[src/rtl/cl_lvds_tx_ser_pkg.sv]
// rtl/cl_lvds_tx_ser_pkg.sv - shared constants, types and helpers for the Camera Link LVDS serializer
package cl_lvds_tx_ser_pkg;

  // Width of the saturating underflow counter and its ceiling
  localparam int UF_CNT_W = 16;
  localparam logic [UF_CNT_W-1:0] UF_CNT_MAX = '1;

  // Camera Link forwarded-clock shape for the usual 7:1 ratio (four high, three low, rotated)
  localparam logic [6:0] DEF_CLK_PATTERN = 7'b1100011;

  // Filler policy applied to a frame boundary that passes without an accepted word
  typedef enum logic {
    FILL_IDLE_WORD   = 1'b0,
    FILL_REPEAT_LAST = 1'b1
  } idle_mode_e;

  // Phase counter width; a ratio of two still needs one bit
  function automatic int ph_width(input int ratio);
    return (ratio <= 2) ? 1 : $clog2(ratio);
  endfunction

endpackage

[src/rtl/cl_lvds_tx_lane.sv]
// rtl/cl_lvds_tx_lane.sv - one serializer lane: shift register, output bit register, true/complement pair
module cl_lvds_tx_lane #(
  parameter int             W          = 7,
  parameter logic           INV        = 1'b0,
  parameter logic [W-1:0]   RESET_WORD = '0
) (
  input  logic         CLK,
  input  logic         RST,
  input  logic         i_en,
  input  logic         i_load,
  input  logic [W-1:0] i_word,
  output logic         o_p,
  output logic         o_n
);

  // r_shift holds the bits still waiting to go out, MSB-aligned
  logic [W-1:0] r_shift;
  logic         r_bit;
  logic         w_pin;

  // Load a fresh word at the frame boundary, otherwise shift the next bit onto the pin register
  always_ff @(posedge CLK) begin
    if (RST) begin
      r_shift <= RESET_WORD;
      r_bit   <= 1'b0;
    end else if (i_en) begin
      if (i_load) begin
        r_bit   <= i_word[W-1];
        r_shift <= {i_word[W-2:0], 1'b0};
      end else begin
        r_bit   <= r_shift[W-1];
        r_shift <= {r_shift[W-2:0], 1'b0};
      end
    end
  end

  // Polarity swap is a constant XOR so a pair wired backwards on the board can be corrected here
  assign w_pin = r_bit ^ INV;
  assign o_p   = w_pin;
  assign o_n   = ~w_pin;

endmodule

[src/rtl/cl_lvds_tx_ser.sv]
// rtl/cl_lvds_tx_ser.sv - multi-lane N:1 Camera Link transmit serializer with forwarded frame clock
module cl_lvds_tx_ser
  import cl_lvds_tx_ser_pkg::*;
#(
  parameter int                       NUM_LANES   = 4,
  parameter int                       SER_RATIO   = 7,
  parameter logic [SER_RATIO-1:0]     CLK_PATTERN = SER_RATIO'(DEF_CLK_PATTERN),
  parameter int                       IDLE_MODE   = 0,
  parameter logic [SER_RATIO-1:0]     IDLE_WORD   = '0,
  parameter logic [NUM_LANES-1:0]     INV_MASK    = '0,
  parameter string                    IOSTANDARD  = "LVDS"
) (
  input  logic                           CLK,
  input  logic                           RST,
  input  logic                           EN,
  input  logic [NUM_LANES*SER_RATIO-1:0] DATA_IN,
  input  logic                           DATA_VALID,
  output logic                           DATA_READY,
  output logic [NUM_LANES-1:0]           O,
  output logic [NUM_LANES-1:0]           OB,
  output logic                           CLK_O,
  output logic                           CLK_OB,
  output logic                           FRAME_SYNC,
  output logic                           UNDERFLOW,
  output logic [UF_CNT_W-1:0]            UNDERFLOW_CNT
);

  localparam int                      PH_W        = ph_width(SER_RATIO);
  localparam int                      WORD_W      = NUM_LANES * SER_RATIO;
  localparam logic [PH_W-1:0]         L_LAST_PH   = PH_W'(SER_RATIO - 1);
  localparam logic [WORD_W-1:0]       L_IDLE_REP  = {NUM_LANES{IDLE_WORD}};
  localparam idle_mode_e              L_FILL_MODE = (IDLE_MODE != 0) ? FILL_REPEAT_LAST : FILL_IDLE_WORD;
  localparam bit                      L_IOSTD_OK  = (IOSTANDARD == "LVDS")      ||
                                                    (IOSTANDARD == "MINI-LVDS") ||
                                                    (IOSTANDARD == "SUB-LVDS")  ||
                                                    (IOSTANDARD == "TMDS")      ||
                                                    (IOSTANDARD == "PPDS")      ||
                                                    (IOSTANDARD == "RSDS")      ||
                                                    (IOSTANDARD == "LVDS_18")   ||
                                                    (IOSTANDARD == "DEFAULT");

  // Refuse to build a configuration the pad ring or the lane logic cannot support
  if (!L_IOSTD_OK || SER_RATIO < 2 || SER_RATIO > 16 || NUM_LANES < 1 || NUM_LANES > 8) begin : g_bad_cfg
    $fatal(1, "%m: unsupported cl_lvds_tx_ser configuration (IOSTANDARD=%s SER_RATIO=%0d NUM_LANES=%0d)",
           IOSTANDARD, SER_RATIO, NUM_LANES);
  end

  logic [PH_W-1:0]     r_ph;
  logic [WORD_W-1:0]   r_last;
  logic                r_frame_sync;
  logic                r_underflow;
  logic [UF_CNT_W-1:0] r_uf_cnt;

  logic                w_wrap;
  logic                w_load;
  logic                w_xfer;
  logic [WORD_W-1:0]   w_fill;
  logic [WORD_W-1:0]   w_word;

  // Frame-boundary decode, handshake and selection of the word the lanes load next
  always_comb begin
    w_wrap     = (r_ph == L_LAST_PH);
    // Lanes load on every enabled boundary; RST inside the lanes overrides the load
    w_load     = EN & w_wrap;
    DATA_READY = EN & ~RST & w_wrap;
    w_xfer     = DATA_READY & DATA_VALID;
    w_fill     = (L_FILL_MODE == FILL_REPEAT_LAST) ? r_last : L_IDLE_REP;
    w_word     = w_xfer ? DATA_IN : w_fill;
  end

  // Bit-phase counter: one step per enabled cycle, wraps after the last bit of the frame
  always_ff @(posedge CLK) begin
    if (RST) begin
      r_ph <= '0;
    end else if (EN) begin
      r_ph <= w_wrap ? '0 : r_ph + PH_W'(1);
    end
  end

  // Remember the last accepted word so the repeat-last filler has something to replay
  always_ff @(posedge CLK) begin
    if (RST) begin
      r_last <= L_IDLE_REP;
    end else if (w_xfer) begin
      r_last <= DATA_IN;
    end
  end

  // Frame-start and underflow pulses, plus the saturating count of missed boundaries
  always_ff @(posedge CLK) begin
    if (RST) begin
      r_frame_sync <= 1'b0;
      r_underflow  <= 1'b0;
      r_uf_cnt     <= '0;
    end else begin
      r_frame_sync <= w_load;
      r_underflow  <= w_load & ~w_xfer;
      if (w_load && !w_xfer && r_uf_cnt != UF_CNT_MAX) begin
        r_uf_cnt <= r_uf_cnt + UF_CNT_W'(1);
      end
    end
  end

  assign FRAME_SYNC    = r_frame_sync;
  assign UNDERFLOW     = r_underflow;
  assign UNDERFLOW_CNT = r_uf_cnt;

  // Data lanes, each with its own polarity setting
  for (genvar k = 0; k < NUM_LANES; k++) begin : g_lane
    cl_lvds_tx_lane #(
      .W          (SER_RATIO),
      .INV        (INV_MASK[k]),
      .RESET_WORD (IDLE_WORD)
    ) u_lane (
      .CLK    (CLK),
      .RST    (RST),
      .i_en   (EN),
      .i_load (w_load),
      .i_word (w_word[k*SER_RATIO +: SER_RATIO]),
      .o_p    (O[k]),
      .o_n    (OB[k])
    );
  end

  // Forwarded clock lane reuses the data lane with a constant pattern so it stays phase-aligned
  cl_lvds_tx_lane #(
    .W          (SER_RATIO),
    .INV        (1'b0),
    .RESET_WORD (CLK_PATTERN)
  ) u_clk_lane (
    .CLK    (CLK),
    .RST    (RST),
    .i_en   (EN),
    .i_load (w_load),
    .i_word (CLK_PATTERN),
    .o_p    (CLK_O),
    .o_n    (CLK_OB)
  );

endmodule

[config.mk]
export PLATFORM = sky130hd
export DESIGN_NAME = cl_lvds_tx_ser
export DESIGN_NICKNAME = d
export VERILOG_FILES = /design/src/rtl/cl_lvds_tx_ser_pkg.sv /design/src/rtl/cl_lvds_tx_lane.sv /design/src/rtl/cl_lvds_tx_ser.sv
export SDC_FILE = /design/constraint.sdc
export NUM_CORES = 1
export LEC_CHECK = 0
export ABC_CLOCK_PERIOD_IN_PS = 3800
export BUFFER_PORTS_ARGS = -buffer_cell sky130_fd_sc_hd__buf_2
export CORE_MARGIN = 5
export CORE_UTILIZATION = 41
export CTS_BUF_LIST = sky130_fd_sc_hd__clkbuf_16
export DETAILED_ROUTE_END_ITERATION = 12
export GPL_TIMING_DRIVEN = 0
export PLACE_DENSITY_LB_ADDON = 0.2
export SYNTH_ARGS = -nofsm -noshare
export SYNTH_HDL_FRONTEND = slang
export SYNTH_SLANG_ARGS = --single-unit
[constraint.sdc]
create_clock -name CLK -period 3.8 [get_ports CLK]
set_input_delay 0 -clock CLK [delete_from_list [all_inputs] [get_ports CLK]]
set_output_delay 0 -clock CLK [all_outputs]
set_load 0.02 [all_outputs]
# Yosys cells after proc, flatten, opt, wreduce, memory -nomap -nowiden
# Index checks and enable logic that the tools add are counted.
# totals
inputBits	32
wordCells	45
output_inout_bits	29
ff_bits	61
# classes
n_eq_ne	2
n_reduce_logical	3
bitwise_logic	12
add_sub_neg	2
n_mux	12
# ops
operator	count
7-bit 2-to-1 mux	5
28-bit 2-to-1 mux	1
16-bit by 1-bit adder with 16-bit output (second input constant)	1
16-bit inequality test (second input constant)	1
1-bit inverter	7
1-bit AND	5
1-bit 2-to-1 mux	5
3-bit by 1-bit adder with 3-bit output (second input constant)	1
3-bit == test (second input constant)	1
3-bit 2-to-1 mux	1
1-bit logical AND	2
1-bit logical NOT	1

# Depth between registers and ports, before layout
# Gate-level depths: netlist (run 1).
# depth
ltp_word	7
depth_mapped	8
mapped_depth_nobuf	6

# By module
# Synthesis (run 1) repeated with hierarchy kept, for this count alone.
# unflattened
hier_cells	312
area_unflattened_um2	2830.2
# by_module_without_submodules
mod	cells_per_inst	n_inst	area_each_um2
cl_lvds_tx_lane at g_lane[0].u_lane ...	31	4	310.3
cl_lvds_tx_ser	152	1	1238.7
cl_lvds_tx_lane at u_clk_lane	36	1	350.3

# Least setup slack after synthesis (run 1)
# OpenSTA, ideal clock, no wires.
# synth_timing
path_type	register to register
start	register r_ph[0]
end	register g_lane[1].u_lane.r_shift[2]
n_path_buf	2
setup_time_ns	0.086
required_time_ns	3.714
arrival_ns	2.101
path_slack_ns	1.614
synth_period_minus_slack_ns	2.186
path_stages_with_launch	8
cell_sequence	dfxtp_1 > nand3b_1 > nor3_1 > and2_1 > clkbuf_1 > buf_1 > a22oi_1 > a211oi_1
# synth_via
elab_chain_cells	5
word_cells_on_any_way	6
cone_classes	1 x eq/ne; 2 x mux; 3 x bitwise
# synth_lines
element	line	source
from (decl)	cl_lvds_tx_ser.sv:48	logic [PH_W-1:0] r_ph;
from (signal assigned)	cl_lvds_tx_ser.sv:76	r_ph <= w_wrap ? '0 : r_ph + PH_W'(1);
3-bit == test	cl_lvds_tx_ser.sv:62	w_wrap = (r_ph == L_LAST_PH);
1-bit AND	cl_lvds_tx_ser.sv:65	DATA_READY = EN & ~RST & w_wrap;
named net DATA_READY	cl_lvds_tx_ser.sv:18	output logic DATA_READY,
1-bit AND	cl_lvds_tx_ser.sv:66	w_xfer = DATA_READY & DATA_VALID;
28-bit 2-to-1 mux	cl_lvds_tx_ser.sv:68	w_word = w_xfer ? DATA_IN : w_fill;
7-bit 2-to-1 mux	cl_lvds_tx_lane.sv:27	if (i_load) begin
to (signal assigned)	cl_lvds_tx_lane.sv:29	r_shift <= {i_word[W-2:0], 1'b0};
to (signal assigned)	cl_lvds_tx_lane.sv:32	r_shift <= {r_shift[W-2:0], 1'b0};
to (decl)	cl_lvds_tx_lane.sv:17	logic [W-1:0] r_shift;
# The timed path passes the listed nets, and every way through them passes these cells.
# A chain may end at the register's enable or synchronous reset.

# Final worst setup path (run 1)
# layout_timing
start	register r_ph[1]
end	register r_uf_cnt[13], in the netlist UNDERFLOW_CNT[13]
# layout_via
elab_chain_cells	6
word_cells_on_any_way	7
cone_classes	1 x eq/ne; 3 x bitwise; 3 x reduce/logical
# layout_lines
element	line	source
3-bit == test (*)	cl_lvds_tx_ser.sv:62	
1-bit AND	cl_lvds_tx_ser.sv:65	
1-bit AND	cl_lvds_tx_ser.sv:66	
1-bit logical NOT	cl_lvds_tx_ser.sv:98	if (w_load && !w_xfer && r_uf_cnt != UF_CNT_MAX) begin
1-bit logical AND (*) (2 in series)	cl_lvds_tx_ser.sv:98	
to (signal assigned)	cl_lvds_tx_ser.sv:99	r_uf_cnt <= r_uf_cnt + UF_CNT_W'(1);
to (decl)	cl_lvds_tx_ser.sv:52	logic [UF_CNT_W-1:0] r_uf_cnt;
# Mark *: on every way between the ends. The rest lies on a longest branch, timed or not.

==> results, run 1 <==
- After the last flow step, the layout net total stands at a little under 400.
- The post-cts sizing count is 0.
- The maximum ir drop on the vdd rail is between 0.2 and 0.3 mV.
- The die boundary height is 87.7 um.
- Sequential elements use a little under half of the synthesized area.
- The latest clock arrival within the worst-skew pair is roughly 0.32 ns.
- Yosys printed 0 warnings.
- The worst-case headroom to the max-slew limit is a little over three fifths.
- The reg-to-reg critical path startpoint is r_ph[1].
- Static timing analysis puts the maximum clock frequency at about 450 MHz.
- In the post-route analysis, the smallest setup slack over all paths is 1.59 ns.
- Power spread over the standard cell area amounts to ~490 nW/um^2.
- The utilization after layout is 55.0%.
- By area the synthesized netlist is led by sky130_fd_sc_hd__dfxtp_1, sky130_fd_sc_hd__a211oi_1, sky130_fd_sc_hd__a22oi_1.
- Clock-pin slew was measured on the worst setup and hold paths at 0.05 ns.
- The final antenna diode count is 0.
- The leakage dissipation is 1.26 nW.
- The average routed wire per standard cell is between 10 and 15 um.
- The worst hold margin is approximately 0.058 ns.
- The effective utilization at floorplan is roughly 42%.
- The number of different library cells in the post-synthesis netlist is 36.
- Net switching is a little over a fifth of the power.
- In this run, synthesis inferred 0 flip-flops with an integrated enable.
- Summing over every cut layer, the via total after detailed routing is between 2000 and 2500.
- The arrival time at the worst endpoint is 2.46 ns.
- The class of the most critical setup path is reg -> reg.
- Adding up every negative setup slack in the final design gives 0 ns.
- Counting instances in the post-synthesis netlist gives the leading cell types as sky130_fd_sc_hd__dfxtp_1, sky130_fd_sc_hd__nor2_1, sky130_fd_sc_hd__a211oi_1.
- Of all cell types, the one taking the most synthesized area is sky130_fd_sc_hd__dfxtp_1.
- The hold-fix buffer count after cts is 6.
- Compared with the post-synthesis result, the final layout area differs by 30.7%.
- Once detail routing completed, the nets flagged for antenna violations numbered 0.
- Synthesis produced a netlist whose cell count is ~280.
- The detailed-route vias per instance is between 5 and 6.
- The number of search-and-repair iterations in the first detailed-routing pass is 4.
- The cell-internal power is about 1.2 mW.
- The number of cells on the worst reg-to-reg path is 7.
- Setup repair after global routing left no endpoint under its margin.
- Routability-driven placement finished with a final weighted congestion of between 0.7 and 0.8.
- The tool flagged a number of max-cap violations equal to 0.
- The tree is rooted in a sky130_fd_sc_hd__clkbuf_16.
- sky130_fd_sc_hd__dfxtp_1 is the most common cell in the netlist.
- The first global-routing pass estimated roughly 11000 um of wire.
- No sink is reached through more buffers than the 2 on the longest clock path.
- The die covers between 7000 and 8000 um^2.
- Averaged over all synthesized cells, the footprint is 8.72 um^2.
- Global routing finished with a remaining overflow of 0.
- At the pin with the least slew margin, the transition time is around 0.55 ns.
- The type of the tightest min-delay check is in -> reg.
- Clock skew on the completed layout was measured at between 0.003 and 0.004 ns.
- For this run, design rule violations remaining after detail routing come to 0.
- The placeable core region is 5890 um^2.
- The CTS tree is yes.
- The violation count after the first detailed-routing iteration is around 150.
- The detailed placer's ending HPWL is approximately 4300 um.
- In this run the critical register-to-register path is captured at UNDERFLOW_CNT[13].
- Among all flip-flop cells after synthesis, the most frequent one is sky130_fd_sc_hd__dfxtp_1.
- The number of global-route vias before repair is between 2000 and 2500.
- The count of final max-slew check failures is 0.
- Sequential cells account for 40.2% of the total power.
- The width of the chip is between 80 and 90 um.
- The startpoint of the lowest-slack hold path is DATA_IN[15].
- Global routing consumed, over all layers together, between 15 and 20% of the routing resources.
- For this design the total switching power over the nets is 0.342 mW.
- OpenSTA, run right after detailed placement, puts the worst setup slack at around 1.6 ns.
- The largest net degree at the start of global routing is 11.
- The I/O pin total is 61.
- The design draws around 1.6 mW.
- The number of buffers added by the clock tree synthesis step is 9.
- The flow ran to the end, and the final reports show no timing, DRC or antenna violations.
- For this run, asynchronously set or reset flops after synthesis account for 0%.
- The portion of the clock cycle consumed by the worst path in the final layout is around 58%.
- The largest driver fanout on the critical path is 10.
- The clock period could shrink to roughly 2.2 ns.
- Counting instances, the worst hold path has a depth of 3.
- The synthesized netlist occupies a cell area of between 2000 and 2500 um^2.
- Once the clock tree was built, the setup fixing pass inserted 0 buffers.
- The count of endpoints failing hold in the final timing report is 0.
- The post-route netlist has a little under a quarter of its cells at a drive strength greater than 1.
- After synthesis, the largest area contributor takes up a little under half of total cell area.
- The worst setup path is captured at a flip-flop.
- The critical path data required time is 4.05 ns.
- Summed over all layers, the routed wires come to 6280 um.
- The clock network is responsible for between 50% and 60% of the overall power.
- The number of buffers inserted by port buffering is between 50 and 60.
- The clock sink total is 57.
- Combinational cells account for 7.1% of the total power.
- The endpoint of the worst hold path is g_lane[2].u_lane.r_shift[2].
- The initial antenna violation count is 0.
- The number of nets handed over by synthesis was around 320.
- The depth of the CTS H-tree is 3.
- STA classifies the critical path startpoint as a flip-flop.
- The setup slack of the most critical reg-to-reg path is roughly 1.6 ns.
- Setup violations remaining at the end of the flow were counted as 0.
- In this run, synthesis produced a sequential element count of 57.
- After floorplanning, the core was divided into 28 placement rows.
final cells by class:
class                           count  area, um^2
Tap cell                           75        93.8
Buffer                             31         159
Clock inverter                      7        86.3
Sequential cell                    57        1140
Timing Repair Buffer               65         355
Inverter                            7        26.3
Multi-Input combinational cell    189        1150
Clock buffer                        9         225
Fill cell                         564        2650
sequential cells by signal, indices dropped and copies added (netlist names):
name / cells
g_lane.u_lane.r_shift: 24
UNDERFLOW_CNT: 16
u_clk_lane.r_shift: 7
g_lane.u_lane.o_p: 4
r_ph: 3
FRAME_SYNC: 1
UNDERFLOW: 1
u_clk_lane.o_p: 1
worst max-delay path, cell delays in order, from the launching register on:
cell                      delay (ns)
sky130_fd_sc_hd__dfxtp_1        0.40
sky130_fd_sc_hd__nand2_1        0.09
sky130_fd_sc_hd__or4b_1         0.51
sky130_fd_sc_hd__buf_2          0.20
sky130_fd_sc_hd__a21o_1         0.20
sky130_fd_sc_hd__buf_6          0.15
sky130_fd_sc_hd__or4_1          0.46
sky130_fd_sc_hd__a21oi_1        0.14
per-layer routing:
layer	global-route usage (%)	vias up	part of all wire (%)
met3	3.76	7	5.6
met1	22.9	1064	47
met5	0	-	0
li1	-	1183	-
met2	26.5	54	46
met4	9.07	0	1.3
per-stage QoR:
step | instances | instance area, um^2
after floorplan | 284 | 2480
after global placement | 418 | 2870
after detailed placement | 418 | 2870
after CTS | 440 | 3240
after global routing | 440 | 3240
final | 440 | 3240
worst max path at each step:
stage	startpoint	endpoint	slack, ns	cells after the start
floorplan	r_ph[0]	g_lane[1].u_lane.r_shift[2]	1.61	7
detailed placement	r_ph[0]	g_lane[1].u_lane.r_shift[2]	1.60	7
global route	r_ph[0]	g_lane[2].u_lane.r_shift[3]	1.28	7
finish	r_ph[1]	UNDERFLOW_CNT[13]	1.59	7
CTS	r_ph[0]	g_lane[3].u_lane.r_shift[4]	1.58	7
global placement	r_ph[0]	g_lane[2].u_lane.r_shift[3]	1.55	7
placed cells by master, fill, tap and decap left out, drive strengths merged, types with 4 or more instances in the layout:
cell,synthesis,final
a211oi,29,29
a21oi,11,11
a22oi,28,28
buf,15,74
clkbuf,16,25
dfxtp,57,57
dlygate4sd3,0,6
inv,7,8
nand2,12,12
nand3,8,8
nor2,43,43
nor3,4,4
nor4,4,4
o21ai,4,4
o31ai,5,5
or4,4,4
xnor2,8,8
power groups by stage:
stage                     Clock (mW)  Combinational (mW)  Sequential (mW)
after global routing           0.876               0.127            0.638
after detailed placement           0               0.108            0.647
final                          0.833               0.112            0.636
after global placement             0               0.107            0.647
after floorplan                    0              0.0697            0.645
after CTS                      0.846               0.113            0.635
logic make-up (layout without fill, tap and decap cells):
group,after synthesis,count (layout),synth area share (%)
adders and majority gates,1,1,0.505
AOI/OAI and AO/OA,79,79,22.4
xor gates and xnor gates,9,9,3.18
DFF,57,57,46.1
buffers and inverters,38,119,7.47
and+or+nand+nor,98,98,19.5
muxes,2,2,0.859
Power figures use the tool's default switching activity.
==> inputs of run 2 (changes only) <==
--- a/config.mk
+++ b/config.mk
@@ -5,7 +5,7 @@
 export SDC_FILE = /design/constraint.sdc
 export NUM_CORES = 1
 export LEC_CHECK = 0
-export ABC_CLOCK_PERIOD_IN_PS = 3800
+export ABC_CLOCK_PERIOD_IN_PS = 2100
 export BUFFER_PORTS_ARGS = -buffer_cell sky130_fd_sc_hd__buf_2
 export CORE_MARGIN = 5
 export CORE_UTILIZATION = 41
==> constraint.sdc (replaced) <==
create_clock -name CLK -period 2.1 [get_ports CLK]
set_input_delay 0 -clock CLK [delete_from_list [all_inputs] [get_ports CLK]]
set_output_delay 0 -clock CLK [all_outputs]
set_load 0.02 [all_outputs]
==> run 2 against run 1 <==
Compared with the run above:
- count of clock-buffer cells in the layout did not move
- critical path depth down 1
- setup slack got worse by 1.5 ns
- combinational power grew 87%
- first-iteration DRC count rose by 23%
- clock skew rose by 0.0021 ns
- flip-flop and latch count did not move
- die area unchanged
- clock power grew 48%
==> results, run 2 (synthesis gave the netlist of run 1 again) <==
- The detailed router used layers up to and including met4.
- The congestion estimate from routability-driven global placement came to approximately 0.8.
- The die is between 80 and 90 um wide.
- For this run, design rule violations remaining after detail routing come to 0.
- The area added between synthesis and finish is 29.4%.
- Once the floorplan was initialized, standard cells occupied between 40% and 50% of the core.
- The most critical setup path has its startpoint at r_ph[1].
- The average routed wire per standard cell is 14.5 um.
- Global routing finished with a remaining overflow of 0.
- The count of final max-slew check failures was 0.
- The number of standard-cell rows in the floorplan is 28.
- After detailed placement, the design holds a cell count of roughly 420.
- The total wire length after detailed routing is about 6400 um.
- The worst-case headroom to the max-slew limit is between 60% and 70%.
- Setup repair after global routing left no endpoint under its margin.
- In this run the register-to-register setup slack is between 0.05 and 0.06 ns.
- The run finished with clean final reports.
- The library cell used most frequently in the layout, excluding fill and tap cells, is sky130_fd_sc_hd__buf_2.
- The maximum ir drop on the vdd rail is 0.470 mV.
- Entering global routing, the biggest net connects 11 pins.
- The core region is between 5000 and 6000 um^2.
- Pin placement for this block handled 61 I/O pins.
- The startpoint of the lowest-slack hold path is DATA_IN[20].
- Detailed routing placed a total of 2880 um of wire on met2.
- The detailed-route vias per instance is around 5.3.
- The pin slew with the least headroom to its limit is ~0.55 ns.
- The leakage dissipation is between 1 and 1.5 nW.
- Timing analysis after detailed placement gives a worst setup slack of -0.107 ns.
- The worst setup path is launched from a flip-flop.
- The critical path in this run is classified as reg -> reg.
- The number of global-route vias before repair was 2174.
- The critical path goes through nand2_1 > or4b_4 > a21o_1 > buf_6 > or4_4 > a21oi_2.
- Setup violations remaining at the end of the flow were counted as 0.
- CTS placed an instance of sky130_fd_sc_hd__clkbuf_16 at the clock tree root.
- The count of endpoints failing hold in the final timing report is 0.
- The final worst slack is 0.0569 ns.
- The arrival time at the worst endpoint is ~2.3 ns.
- After clock tree synthesis, the clock-pin slew on the worst setup and hold paths is ~0.050 ns.
- The portion of the clock cycle consumed by the worst path in the final layout is 97.3%.
- The total global routing track utilization is roughly 18%.
- The CTS tree is yes.
- The routed layout has around 2300 vias.
- The number of flip-flops under the largest register name is 24.
- The top cell types in the final layout, fill and taps aside, are sky130_fd_sc_hd__buf_2, sky130_fd_sc_hd__dfxtp_1, sky130_fd_sc_hd__nor2_1.
- The filler-free cell count of the finished design is ~440.
- The critical path data required time is 2.35 ns.
- STA classifies the critical path endpoint as a flip-flop.
- The standard cell with the maximum stage delay on the critical path is sky130_fd_sc_hd__or4b_4.
- The latest clock arrival within the worst-skew pair is between 0.3 and 0.4 ns.
- The number of buffers and inverters on the critical path is 1.
- The detailed router put a total of a little under 3000 um of wire on met1.
- The top achievable clock speed is approximately 490 MHz.
- The clock arrives with roughly 0.0056 ns of skew.
- The first global-routing pass estimated roughly 11000 um of wire.
- The initial antenna violation count is 0.
- The fill cell total of the finished layout is 577.
- Once detailed placement completed, the half-perimeter wirelength came to ~4400 um.
- The final antenna diode count is 0.
- The final layout contains around 390 nets.
- Across the run, the number of max-cap violations was 0.
- The path class of the tightest hold or removal check is in -> reg.
- The count of nets left with antenna violations once routing finished came out at 0.
- The largest driver fanout on the critical path is 10.
- The register with the most flip-flops in the final layout is g_lane.u_lane.r_shift.
- In this run the tool buffered the top-level ports with just under 60 buffer cells.
- In the final timing run, aggregate negative setup slack is 0 ns.
- The share of layout cells above drive strength 1 is 26.2%.
- The number of buffers on the longest clock path is 2.
- The area enclosed by the die boundary is 7700 um^2.
- The power per standard cell area is slightly above 800 nW/um^2.
- The final period demand of the worst path is just over 2 ns.
- The utilization after layout is 54.5%.
- On the worst path, the slowest cell contributes a delay of slightly below 0.6 ns.
- Counting every sink on the clock net gives 57.
- The first detailed-routing pass ran for 4 iterations.
- The die boundary height is around 88 um.
- Wire segments on met3 add up to between 300 and 400 um in the final route.
- In this run, the number of DRC markers left after iteration 0 of detailed routing was ~180.
- The number of buffers added by the clock tree synthesis step is 9.
- In this run the critical register-to-register path is launched from r_ph[1].
- The kind of cell adding the most delay to the critical path is simple AND/OR/NAND/NOR gates.
- The depth of the CTS H-tree is 3.
## run 2: cell types whose count changed in the layout (fill, tap and decap cells not counted), sizes merged
cell,delta
bufinv,-2
clkbuf,-2
buf,+1
clkinv,+1
clkinvlp,-1
inv,+1
## run 2: timing repair
action                                  CTS  global route
hold buffers                              6             0
gates resized for setup                   5             7
setup buffers                             2             0
hold endpoints to repair                  7             0
endpoints found under the setup margin   19            17
## run 2: power by group
part           internal, mW  leakage [nW]  total [mW]  switching, mW
registers              1.13         0.467        1.15         0.0252
clock network         0.770         0.131        1.23          0.456
logic                0.0983         0.669       0.209          0.111
## run 2: worst min-delay path: stages
cell and delay (ns):
sky130_fd_sc_hd__buf_2 0.10, sky130_fd_sc_hd__a22oi_1 0.14, sky130_fd_sc_hd__a211oi_1 0.09
## run 2: metal layers
metal / global-route usage (%) / up-vias
met4: 9.21 / 0
met1: 23.8 / 1081
li1: - / 1183
met3: 4.52 / 10
met2: 26.2 / 61
met5: 0 / -
## run 2: path summary, 6_finish.rpt
path | endpoint | cells past startpoint
setup / recovery | UNDERFLOW_CNT[13] | 6
hold / removal | g_lane[2].u_lane.o_p | 3
setup reg to reg | UNDERFLOW_CNT[13] | 6
hold reg to reg | u_clk_lane.r_shift[0] | 1
## run 2: cell type report
class	instances	area, um^2	area share [%]
sequential	57	1140	35.7
clock inverter	6	28.8	0.897
clock buffer	9	225	7.02
tap	75	93.8	2.93
multi-input combinational	189	1170	36.4
buffer	28	150	4.68
inverter	7	26.3	0.819
timing repair buffer	67	370	11.5
## run 2: through the flow
stage	power [mW]	hold slack, ns	cell area (um^2)
2_1_floorplan	1.29	0.0534	2480
3_3_place_gp	1.36	0.199	2870
3_5_place_dp	1.37	0.203	2870
4_1_cts	2.62	0.0481	3210
5_1_grt	2.70	0.0578	3210
6_report	2.59	0.0569	3210
==> inputs of run 3 (changes only) <==
--- a/config.mk
+++ b/config.mk
@@ -5,7 +5,7 @@
 export SDC_FILE = /design/constraint.sdc
 export NUM_CORES = 1
 export LEC_CHECK = 0
-export ABC_CLOCK_PERIOD_IN_PS = 2100
+export ABC_CLOCK_PERIOD_IN_PS = 1800
 export BUFFER_PORTS_ARGS = -buffer_cell sky130_fd_sc_hd__buf_2
 export CORE_MARGIN = 5
 export CORE_UTILIZATION = 41
==> constraint.sdc (replaced) <==
create_clock -name CLK -period 1.8 [get_ports CLK]
set_input_delay 0 -clock CLK [delete_from_list [all_inputs] [get_ports CLK]]
set_output_delay 0 -clock CLK [all_outputs]
set_load 0.02 [all_outputs]
==> run 3 against run 2 <==
Compared with the run above:
- the run now ends with setup timing left
- critical endpoint unchanged
- utilization increased by 6.7 points
- count of clock-buffer cells in the layout unchanged
- critical path depth unchanged
- first-iteration DRC count decreased by 11%
- non-clock buffer count increased by 23
- die area unchanged
- combinational power increased by 33%
- setup slack got worse by 0.21 ns
- hold slack got worse by 0.025 ns
- largest power group unchanged
==> results, run 3 (synthesis gave the netlist of run 1 again) <==
- For this run the aggregate overflow at the end of global routing stands at 0.
- The relative contribution of sequential cells to total power is approximately 44%.
- The combined area of the multi-input logic cells is approximately 1300 um^2.
- IR analysis of the VDD net gives a maximum drop of about 0.75 mV.
- The final period demand of the worst path is 1.96 ns.
- Global routing used 18.9% of the available tracks.
- Derived from the worst setup path, the maximum achievable clock frequency is 511 MHz.
- Of all nets on the critical path, the largest fanout is 5.
- The met3 track utilization from global routing is 6.59%.
- The cell-internal power is about 2.3 mW.
- Setup violations remaining at the end of the flow were counted as 6.
- The critical path goes through nand2_2 > or4b_4 > a21o_1 > buf_6 > or4_4 > a21oi_2.
- The number of search-and-repair iterations in the first detailed-routing pass is 4.
- The count of endpoints failing hold in the final timing report was 0.
- The core region is between 5000 and 6000 um^2.
- The largest net degree at the start of global routing is 11.
- The effective utilization at floorplan is around 42%.
- Data on the critical path is required at its endpoint by 2.05 ns.
- The final reports fail on setup timing.
- The relative contribution of combinational cells to total power is 9.0%.
- The violation count after the first detailed-routing iteration is 158.
- The fill cell total of the finished layout is around 530.
- Following the worst setup path forward leads to its endpoint at UNDERFLOW_CNT[13].
- The largest stage delay on the critical path is about 0.5 ns.
- The area enclosed by the die boundary is around 7700 um^2.
- Detailed placement finished with a half-perimeter wire length of 4380 um.
- The number of buffers added by the clock tree synthesis step is 9.
- The latest clock arrival within the worst-skew pair is roughly 0.33 ns.
- The portion of the clock cycle consumed by the worst path in the final layout is 109%.
- The fraction of power spent switching nets is a little under a quarter.
- The arrival time at the worst endpoint is about 2.2 ns.
- The I/O pin total is slightly above 60.
- The element type at the critical path end is a flip-flop.
- The setup slack of the most critical reg-to-reg path is -0.16 ns.
- Cells with a size suffix above 1 make up approximately 38% of the layout.
- The final antenna diode count is 0.
- Summed over all cells, the static leakage comes to between 1 and 1.5 nW.
- The average routed wire per standard cell is 15.6 um.
- The reg-to-reg critical path endpoint is UNDERFLOW_CNT[13].
- For this run, the post-layout net count is 415.
- The worst setup skew after layout is 0.00650 ns.
- Registers take 1160 um^2.
- Leaving out fill and tap cells, the most frequent cells in the layout are sky130_fd_sc_hd__buf_2, sky130_fd_sc_hd__dfxtp_1, sky130_fd_sc_hd__nor2_1.
- The area added between synthesis and finish is 45.4%.
- The initial antenna violation count is 0.
- The path class of the tightest hold or removal check is in -> reg.
- Measured against its own limit, the worst slew margin works out to ~62%.
- TritonCTS built the clock tree.
- The final worst slack is -0.158 ns.
- The number of max-capacitance violations reported is 0.
- After clock tree synthesis, the clock-pin slew on the worst setup and hold paths is about 0.050 ns.
- The startpoint of the lowest-slack hold path is DATA_IN[20].
- The register with the most flip-flops in the layout has 24 of them.
- Ranked by flip-flop count, first place goes to g_lane.u_lane.r_shift.
- Leaving out fill and tap cells, the most frequent cell in the layout is sky130_fd_sc_hd__buf_2.
- For the pin with the worst max-slew slack, the measured transition is 0.566 ns.
- The depth of the CTS H-tree is 3.
- Measured in cells, the most critical reg-to-reg path has a length of 6.
- For this design the total switching power over the nets is between 0.7 and 0.8 mW.
- The number of buffers inserted by port buffering is 59.
- The run finished, with violations left.
- The clock sink total is between 50 and 60.
- The category of the worst setup path launch point is a flip-flop.
- The count of vias placed by the detailed router is 2484.
- The global-route wire length before repair is 11300 um.
- The power per standard cell area is between 800 and 900 nW/um^2.
- Setup repair after global routing could not meet its margin everywhere.
- No sink is reached through more buffers than the 2 on the longest clock path.
- For met2 alone, demand over resource in global routing was between 20 and 30%.
- The total wire length after detailed routing is roughly 7200 um.
- The number of global-route vias before repair is 2400.
- After layout, the design draws a total of between 3 and 4 mW.
- The utilization after layout is between 60% and 70%.
- After detailed routing, the number of remaining DRC violations is 0.
- CTS placed an instance of sky130_fd_sc_hd__clkbuf_16 at the clock tree root.
- The final RePlAce weighted congestion is 0.784.
- The count of final max-slew check failures came to 0.
- The standard cell with the maximum stage delay on the critical path is sky130_fd_sc_hd__or4b_4.
- The critical path launch point is r_ph[1].
- The reg-to-reg critical path startpoint is r_ph[1].
- The floorplan step set the die width to between 80 and 90 um.
- The pre-CTS setup slack is -0.348 ns.
- The class of the most critical setup path is reg -> reg.
- The layer flagged by global routing as most heavily used is met2.
- The number of standard-cell rows in the floorplan is 28.
- In the global route stage, met1 resource usage came out at approximately a quarter.
- In this run the remaining antenna-violating nets after routing total 0.
- The die boundary height is approximately 88 um.
- The detailed-route vias per instance is between 5 and 6.
- In this run, the clock network consumes 47.5% of the power.
run 3: routing by layer:
| layer | wire length [um] | vias up |
|---|---|---|
| met5 | 0 | - |
| met4 | 112 | 0 |
| met3 | 469 | 12 |
| met2 | 3490 | 66 |
| met1 | 3150 | 1187 |
| li1 | - | 1219 |
run 3: what timing repair did:
action,4_1_cts,5_1_grt
setup endpoints to repair,28,29
hold endpoints to repair,7,0
gates resized for setup,16,42
pin swaps,7,23
hold buffers,6,0
setup buffers,16,7
cloned,0,2
run 3: power by group through the flow:
stage                     Sequential, mW  Combinational [mW]  Clock, mW
final                               1.34               0.277       1.46
after global routing                1.34               0.305       1.56
after CTS                           1.34               0.259       1.48
after detailed placement            1.37               0.229          0
after global placement              1.37               0.227          0
after floorplan                     1.36               0.148          0
run 3: how the worst min path moves through the flow:
stage                                  end  cells after the start
3_5_place_dp                     UNDERFLOW                      2
3_3_place_gp                     UNDERFLOW                      2
2_1_floorplan                   DATA_READY                      1
5_1_grt               g_lane[2].u_lane.o_p                      3
6_report              g_lane[2].u_lane.o_p                      3
4_1_cts        g_lane[2].u_lane.r_shift[4]                      3
run 3: worst max-delay path: cells and delay by family, from the launching register on:
family | cells | cell delay, ns
flops | 1 | 0.34
buf+inv | 1 | 0.14
simple gates | 3 | 1.05
compound gates | 2 | 0.35
run 3: through the flow:
| stage | hold slack (ns) | std cells | TNS, ns | instance area [um^2] |
|---|---|---|---|---|
| 6_report | 0.0315 | 461 | -0.451 | 3600 |
| 5_1_grt | 0.0468 | 461 | -1.33 | 3600 |
| 2_1_floorplan | 0.0369 | 284 | -0.228 | 2500 |
| 3_5_place_dp | 0.204 | 418 | -2.74 | 2890 |
| 3_3_place_gp | 0.205 | 418 | -2.14 | 2890 |
| 4_1_cts | 0.0380 | 453 | -0.741 | 3350 |
run 3: cell type report:
| class | count | share of cell area [%] |
|---|---|---|
| Multi-Input combinational cell | 189 | 36.5 |
| Sequential cell | 57 | 32.1 |
| Timing Repair Buffer | 90 | 16.2 |
| Clock buffer | 9 | 6.25 |
| Buffer | 28 | 4.90 |
| Tap cell | 75 | 2.61 |
| Clock inverter | 6 | 0.764 |
| Inverter | 7 | 0.729 |
